File: config.mk
export PLATFORM = sky130hd
export DESIGN_NAME = uart_frame_rx
export DESIGN_NICKNAME = d
export VERILOG_FILES = /design/src/rtl/uart_frame_pkg.sv /design/src/rtl/uart_frame_chk.sv /design/src/rtl/uart_frame_rx.sv
export SDC_FILE = /design/constraint.sdc
export NUM_CORES = 1
export LEC_CHECK = 0
export CAP_MARGIN = 5
export CORE_AREA = 4 4 80 82
export DETAILED_ROUTE_END_ITERATION = 8
export DIE_AREA = 0 0 84 86
export PLACE_DENSITY = 0.85
export SLEW_MARGIN = 20
export SYNTH_ARGS = -nofsm -noshare
export SYNTH_HDL_FRONTEND = slang
export SYNTH_SLANG_ARGS = --single-unit
File: constraint.sdc
create_clock -name clk -period 2.7 [get_ports clk]
set_clock_uncertainty 0.05 [all_clocks]
set_input_delay 0.54 -clock clk [delete_from_list [all_inputs] [get_ports clk]]
set_output_delay 0.54 -clock clk [all_outputs]
set_load 0.02 [all_outputs]
File: src/rtl/uart_frame_pkg.sv
// Shared types and constants for the UART frame receiver.
package uart_frame_pkg;

    typedef enum logic [2:0] {
        ST_IDLE,
        ST_LEN,
        ST_DATA,
        ST_CHK,
        ST_TRL
    } state_e;

    localparam logic [2:0] ERR_NONE = 3'd0;
    localparam logic [2:0] ERR_LEN  = 3'd1;
    localparam logic [2:0] ERR_CHK  = 3'd2;
    localparam logic [2:0] ERR_TRL  = 3'd3;
    localparam logic [2:0] ERR_TO   = 3'd4;

    localparam logic [1:0] CHK_NONE = 2'd0;
    localparam logic [1:0] CHK_XOR  = 2'd1;
    localparam logic [1:0] CHK_SUM  = 2'd2;

endpackage

File: src/rtl/uart_frame_chk.sv
// 8-bit frame checksum accumulator (XOR8 or SUM8), cleared at frame start.
module uart_frame_chk
    import uart_frame_pkg::*;
(
    input  logic       clk,
    input  logic       rst,
    input  logic       clr,
    input  logic       fold,
    input  logic [1:0] mode,
    input  logic [7:0] data,
    output logic [7:0] sum
);

    logic [7:0] acc_q;
    logic [7:0] acc_d;

    always_comb begin
        acc_d = acc_q;
        if (clr) begin
            acc_d = '0;
        end else if (fold) begin
            case (mode)
                CHK_XOR: acc_d = acc_q ^ data;
                CHK_SUM: acc_d = acc_q + data;
                default: acc_d = acc_q;
            endcase
        end
    end

    always_ff @(posedge clk) begin
        if (rst) acc_q <= '0;
        else     acc_q <= acc_d;
    end

    assign sum = acc_q;

endmodule

File: src/rtl/uart_frame_rx.sv
// Byte-stream frame receiver: HEADER, big-endian length, payload, optional checksum, TRAILER.
module uart_frame_rx
    import uart_frame_pkg::*;
#(
    parameter logic [7:0]  HEADER    = 8'hAA,
    parameter logic [7:0]  TRAILER   = 8'hBB,
    parameter int unsigned LEN_BYTES = 2,
    parameter int unsigned MAX_LEN   = 1024,
    parameter int unsigned CHK_MODE  = 1,
    parameter int unsigned TIMEOUT   = 0
) (
    input  logic                   clk,
    input  logic                   rst,
    input  logic                   in_valid,
    input  logic [7:0]             in_data,
    output logic                   out_valid,
    output logic [7:0]             out_data,
    output logic                   out_last,
    output logic [8*LEN_BYTES-1:0] frame_len,
    output logic                   frame_done,
    output logic                   frame_err,
    output logic [2:0]             err_code,
    output logic                   busy
);

    localparam int unsigned     LW        = 8 * LEN_BYTES;
    localparam int unsigned     TW        = (TIMEOUT > 0) ? $clog2(TIMEOUT + 1) : 1;
    localparam logic [LW+31:0]  MAX_EXT   = (LW + 32)'(MAX_LEN);
    localparam state_e          ST_AFTER  = (CHK_MODE == 0) ? ST_TRL : ST_CHK;

    state_e          state_q, state_d;
    logic [LW-1:0]   len_q, len_d;
    logic [LW-1:0]   rem_q, rem_d;
    logic [2:0]      idx_q, idx_d;
    logic [TW-1:0]   timer_q, timer_d;
    logic            out_valid_q, out_valid_d;
    logic [7:0]      out_data_q, out_data_d;
    logic            out_last_q, out_last_d;
    logic            done_q, done_d;
    logic            err_q, err_d;
    logic [2:0]      err_code_q, err_code_d;

    logic            chk_clr, chk_fold;
    logic [7:0]      chk_sum;
    logic [LW-1:0]   len_next;
    logic            timeout_hit;

    uart_frame_chk u_chk (
        .clk  (clk),
        .rst  (rst),
        .clr  (chk_clr),
        .fold (chk_fold),
        .mode (2'(CHK_MODE)),
        .data (in_data),
        .sum  (chk_sum)
    );

    always_comb begin
        state_d     = state_q;
        len_d       = len_q;
        rem_d       = rem_q;
        idx_d       = idx_q;
        out_data_d  = out_data_q;
        err_code_d  = err_code_q;
        out_valid_d = 1'b0;
        out_last_d  = 1'b0;
        done_d      = 1'b0;
        err_d       = 1'b0;
        chk_clr     = 1'b0;
        chk_fold    = 1'b0;
        len_next    = LW'({len_q, in_data});

        if ((TIMEOUT > 0) && (state_q != ST_IDLE)) begin
            timer_d = in_valid ? '0 : timer_q + 1'b1;
        end else begin
            timer_d = '0;
        end
        // An arriving byte on the expiry cycle takes priority over the timeout.
        timeout_hit = (TIMEOUT > 0) && (state_q != ST_IDLE) && !in_valid &&
                      (32'(timer_q) == TIMEOUT - 1);

        if (timeout_hit) begin
            err_d      = 1'b1;
            err_code_d = ERR_TO;
            state_d    = ST_IDLE;
        end else if (in_valid) begin
            case (state_q)
                ST_IDLE: begin
                    if (in_data == HEADER) begin
                        state_d = ST_LEN;
                        chk_clr = 1'b1;
                        idx_d   = '0;
                        len_d   = '0;
                        rem_d   = '0;
                    end
                end
                ST_LEN: begin
                    chk_fold = 1'b1;
                    len_d    = len_next;
                    idx_d    = idx_q + 1'b1;
                    if (idx_q == 3'(LEN_BYTES - 1)) begin
                        idx_d = '0;
                        if ((LW + 32)'(len_next) > MAX_EXT) begin
                            err_d      = 1'b1;
                            err_code_d = ERR_LEN;
                            state_d    = ST_IDLE;
                        end else if (len_next == '0) begin
                            state_d = ST_AFTER;
                        end else begin
                            rem_d   = len_next;
                            state_d = ST_DATA;
                        end
                    end
                end
                ST_DATA: begin
                    chk_fold    = 1'b1;
                    out_valid_d = 1'b1;
                    out_data_d  = in_data;
                    out_last_d  = (rem_q == LW'(1));
                    if (rem_q != '0) rem_d = rem_q - 1'b1;
                    if (rem_q <= LW'(1)) state_d = ST_AFTER;
                end
                ST_CHK: begin
                    if (in_data == chk_sum) begin
                        state_d = ST_TRL;
                    end else begin
                        err_d      = 1'b1;
                        err_code_d = ERR_CHK;
                        state_d    = ST_IDLE;
                    end
                end
                ST_TRL: begin
                    if (in_data == TRAILER) begin
                        done_d = 1'b1;
                    end else begin
                        err_d      = 1'b1;
                        err_code_d = ERR_TRL;
                    end
                    state_d = ST_IDLE;
                end
                default: state_d = ST_IDLE;
            endcase
        end
    end

    always_ff @(posedge clk) begin
        if (rst) begin
            state_q     <= ST_IDLE;
            len_q       <= '0;
            rem_q       <= '0;
            idx_q       <= '0;
            timer_q     <= '0;
            out_valid_q <= 1'b0;
            out_data_q  <= '0;
            out_last_q  <= 1'b0;
            done_q      <= 1'b0;
            err_q       <= 1'b0;
            err_code_q  <= ERR_NONE;
        end else begin
            state_q     <= state_d;
            len_q       <= len_d;
            rem_q       <= rem_d;
            idx_q       <= idx_d;
            timer_q     <= timer_d;
            out_valid_q <= out_valid_d;
            out_data_q  <= out_data_d;
            out_last_q  <= out_last_d;
            done_q      <= done_d;
            err_q       <= err_d;
            err_code_q  <= err_code_d;
        end
    end

    assign out_valid  = out_valid_q;
    assign out_data   = out_data_q;
    assign out_last   = out_last_q;
    assign frame_len  = len_q;
    assign frame_done = done_q;
    assign frame_err  = err_q;
    assign err_code   = err_code_q;
    assign busy       = (state_q != ST_IDLE);

endmodule

; ---- Word-level counts from Yosys, hierarchy flattened
; Index checks and enable logic that the tools add are counted.
[totals]
reg_bits = 61
in_bits = 11
output_inout_bits = 32
word_cells = 88
[classes]
n_addsub = 2
n_lt_le_gt_ge = 2
n_eq_ne = 18
n_mux = 34
bitwise = 4
reduce_logical = 17
[ops]
columns = op, n
row1 = $mux W16, 5
row2 = $pmux W16 S3, 1
row3 = $pmux W16 S2, 1
row4 = $mux W3, 10
row5 = $ne A2 B2 Y1 const B, 9
row6 = $eq A16 B1 Y1 const B, 1
row7 = $eq A8 B8 Y1 const B, 2
row8 = $gt A16 B11 Y1 const B, 1
row9 = $le A16 B1 Y1 const B, 1
row10 = $logic_not A16 Y1, 1
row11 = $reduce_bool A16 Y1, 1
row12 = $sub A16 B1 Y16 const B, 1
row13 = $mux W1, 12
row14 = $pmux W3 S4, 1
row15 = $pmux W3 S3, 1
row16 = $reduce_bool A3 Y1, 3
row17 = $eq A8 B8 Y1, 1
row18 = $xor A8 B8 Y8, 1
row19 = $reduce_and A7 Y1, 1
row20 = $eq A3 B1 Y1 const B, 2
row21 = $eq A3 B2 Y1 const B, 2
row22 = $pmux W3 S2, 1
row23 = $reduce_and A6 Y1, 1
row24 = $reduce_or A2 Y1, 3
row25 = 11 further kinds, 14

; ---- Logic depth before layout (Yosys ltp)
[logic_depth]
word_depth = 5
ltp_mapped = 10
mapped_depth_nobuf = 7

; ---- Hierarchy
; From an unflattened synthesis, not the netlist that was laid out.
[hier_totals]
hier_cells = 413
hier_area_um2 = 3303.2
[modules_own_cells]
columns = module, instances, cells_per_inst, area_per_inst_um2, seq_area_each_um2
row1 = uart_frame_rx, 1, 329, 2632.5, 1041.0
row2 = uart_frame_chk, 1, 84, 670.6, 160.2

; ---- Worst setup path after synthesis
; OpenSTA, ideal clock, no wires.
[synth_timing]
kind = input to register
start = in in_data[0]
end = reg rem_q[2]
setup_time_ns = 0.117
arrival_ns = 2.380
t_required_ns = 2.533
slack_ns = 0.153
cell_stages = 9
path_buffers = 3
path_cell_list = buf_2 -> or4_1 -> o21bai_2 -> o311a_1 -> buf_6 -> and2_4 -> buf_6 -> mux2_4 -> a32o_1
[synth_between]
elab_chain_cells = 3
word_cells_on_any_way = 7
classes_between = 1 x order compare / 4 x eq/ne / 2 x reduce/logical
[synth_lines]
columns = element, line_no
row1 = "start, declared", uart_frame_rx.sv:15  ; input logic [7:0] in_data,
row2 = $gt A16 B11 Y1 (tied with other cells), uart_frame_rx.sv:103  ; if ((LW + 32)'(len_next) > MAX_EXT) begin
row3 = $ne A2 B2 Y1 (no line), -
row4 = $reduce_and A7 Y1 (no line) (*), -
row5 = "end signal, assigned", uart_frame_rx.sv:162  ; rem_q <= rem_d;
row6 = "end, declared", uart_frame_rx.sv:33  ; logic [LW-1:0] rem_q, rem_d;
; Every way passes the cells marked *; elsewhere a longest branch is shown, timed or not.
; A chain may end at the register's enable or synchronous reset.

; ---- Final worst setup path
[layout_timing]
start = in in_data[7]
end = reg rem_q[9]
; The elaborated chain is that of the path after synthesis.

==> flow_summary.ini <==
[die]
io_pins = 43
core-area_sq_mm = 0.00575
design.die.area_sq_mm = 0.00722
start_util_pct = 51.9
die_h_um = 86
rows = 28
fp.dieW_um = 84

[synthesis]
synth_top_area_share_pct = 40.3
synth_edf_count = 0
yosys_register_bits = 60
netlist_area_sq_mm = 0.00298
synth.distinct_cells = 58
ys_seq_area_share_pct = 40.3
synthTopCellsByCount = 61 x nand2_1, 60 x dfxtp_1, 34 x a21oi_1
synth_flop_cell = dfxtp_1
syn-instance-count = 369
synthArstFlopShare_pct = 0
yosysWarnings = 0
synth_nets = 382
syn_area_per_cell_sq_um = 8.08
yosys.area.top_type = dfxtp_1
yosys-top-cells-area = dfxtp_1 40%, nand2_1 7.7%, a21oi_1 5.7%, xor2_1 5.0%, nand3_1 4.7%
synth.most_common_cell = nand2_1

[route]
ant_nets = 0
drc = 0
wirelength_um = 8130
via_per_inst = 5.94
first_pass_iters = 5
drt_iter0_drc = 318
wl_per_cell_um = 16.1
route.vias.total = 3002

[grt]
grt_pass1_vias = 2876
grt-ovfl-total = 0
grt_max_degree = 28
grtUsageTotal_pct = 23.0
grt_pass1_wl_um = 13300
antenna_found_initial = 0

[placed_design]
io_buffers = 41
dpl.hpwl_um = 5750
globalplace.congestion = 0.863
placedInstanceArea_sq_mm = 0.00360

[power]
p_leak_nw = 1.41
p_per_area_mw_per_mm2 = 456
ir_worst_vdd_v = 0.000463

[timing]
period_needed_ns = 2.45
drv_slew = 0
hold_violations = 0
setup_viol = 0
fmax_mhz = 408
finalCritPeriodShare_pct = 90.7
rsz0062_at_grt = no
relSlewSlack_pct = 59.1
worst_slew_pin_slew_ns = 0.612

[clock_tree]
h-tree-depth = 3
clock-sinks = 60
cts_hold_buf = 0
clock_latency_ns = 0.35
cts.path.max_buffers = 2
cts_buffers = 9
cts_tree = built
cts_root_buf = clkbuf_8
cts.clk_slew.worst_paths_ns = 0.06

[final_layout]
finalInstanceArea_sq_mm = 0.00379
final_core_util_pct = 66.0
drive_gt1_share_pct = 13.5
syn_to_final_growth_pct = 27.2
fin_nets = 438
fillers = 482
antenna_cells = 0

[setup_path]
cp-end-kind = flip-flop
cp.arrival_ns = 2.63
critPathKind = input port to flip-flop
required_ns = 2.88
cp_max_fo = 6
startpoint_type = input port

[run_status]
status = finished clean

[run]
drv_cap = 0

[min_path]
min_path_type = flip-flop to flip-flop
what timing repair did:
item	in CTS	in global routing
buffers inserted	0	0
resized for setup	0	1
endpoints found under the setup margin	0	1
worst max-delay path, cell delays in order:
cell,delay [ns]
clkdlybuf4s50_1,0.45
nor4_1,0.44
nand3_1,0.19
o311ai_2,0.32
buf_4,0.19
nand2_1,0.16
o21ai_0,0.25
a21oi_1,0.09
report_power, final:
group | total [W] | switching [W] | internal, W | leakage (nW)
sequential | 0.000886 | 0.000000731 | 0.000886 | 0.483
combinational | 0.0000926 | 0.0000538 | 0.0000389 | 0.828
clock | 0.000751 | 0.000343 | 0.000408 | 0.0937
total | 0.00173 | 0.000397 | 0.00133 | 1.41
per-layer routing:
metal	vias up	global-route usage, %	part of all wire [%]
met3	21	7.20	7.1
met5	-	0	0
met4	0	11.3	2.3
met1	1425	27.1	42
li1	1432	-	-
met2	124	38.0	48
placed cells by master, fill, tap and decap left out, types with 5 or more instances in the layout:
cell type	synthesis	layout
xor2_1	17	17
nor3_1	9	9
clkdlybuf4s50_1	0	41
clkbuf_8	0	12
inv_1	5	5
o21ai_1	8	8
nand3_1	28	28
nand2_1	61	61
nor2_1	26	26
o21ai_0	7	7
dfxtp_1	60	60
mux2i_1	5	5
a31oi_1	5	5
a21oi_1	34	34
buf_4	1	32
flip-flops by register name, summed over array words and instances (netlist names):
signal and cells:
out_last 1, frame_len 16, state_q 3, frame_done 1
frame_err 1, err_code 2, out_data 8, rem_q 16
u_chk.sum 8, idx_q 3, out_valid 1
path summary, 6_finish.rpt:
path                         startpoint                          to  slack, ns  cells after the start
max                          in_data[7]       rem_q[9]$_SDFFE_PP0P_       0.25                      8
min          frame_len[12]$_SDFFE_PP0P_  frame_len[12]$_SDFFE_PP0P_       0.40                      2
max reg2reg   frame_len[4]$_SDFFE_PP0P_       rem_q[9]$_SDFFE_PP0P_       0.42                      7
min reg2reg  frame_len[12]$_SDFFE_PP0P_  frame_len[12]$_SDFFE_PP0P_       0.40                      2
cell families (layout without fill, tap and decap cells):
family          Yosys count  in the layout  synth area share [%]
fa+ha+maj                 2              2                 0.839
other cells               1              1                 0.126
flops                    60             60                  40.3
simple gates            155            155                  24.8
mux                       6              6                  2.18
buf+inv                  34             95                  5.41
xor+xnor                 18             18                  5.29
compound gates           93             93                  21.0
final cells by class:
| type | count | area (sq um) | share of cell area [%] |
|---|---|---|---|
| clock inverter | 1 | 5.00 | 0.132 |
| multi-input combinational | 275 | 1630 | 42.9 |
| tap | 75 | 93.8 | 2.48 |
| timing repair buffer | 74 | 671 | 17.7 |
| sequential | 60 | 1200 | 31.7 |
| inverter | 5 | 18.8 | 0.495 |
| clock buffer | 15 | 176 | 4.65 |
through the flow:
stage          hold slack [ns]  std cells  power (W)  TNS (ns)  worst slack (ns)
6_report                 0.404        505    0.00173         0             0.251
2_1_floorplan            0.409        369   0.000951         0             0.153
3_5_place_dp             0.396        489   0.000996    -0.736            -0.109
3_3_place_gp             0.392        489   0.000995   -0.0385           -0.0249
4_1_cts                  0.405        505    0.00173         0             0.238
5_1_grt                  0.421        505    0.00178         0            0.0921
(Power assumes the default switching activity.)
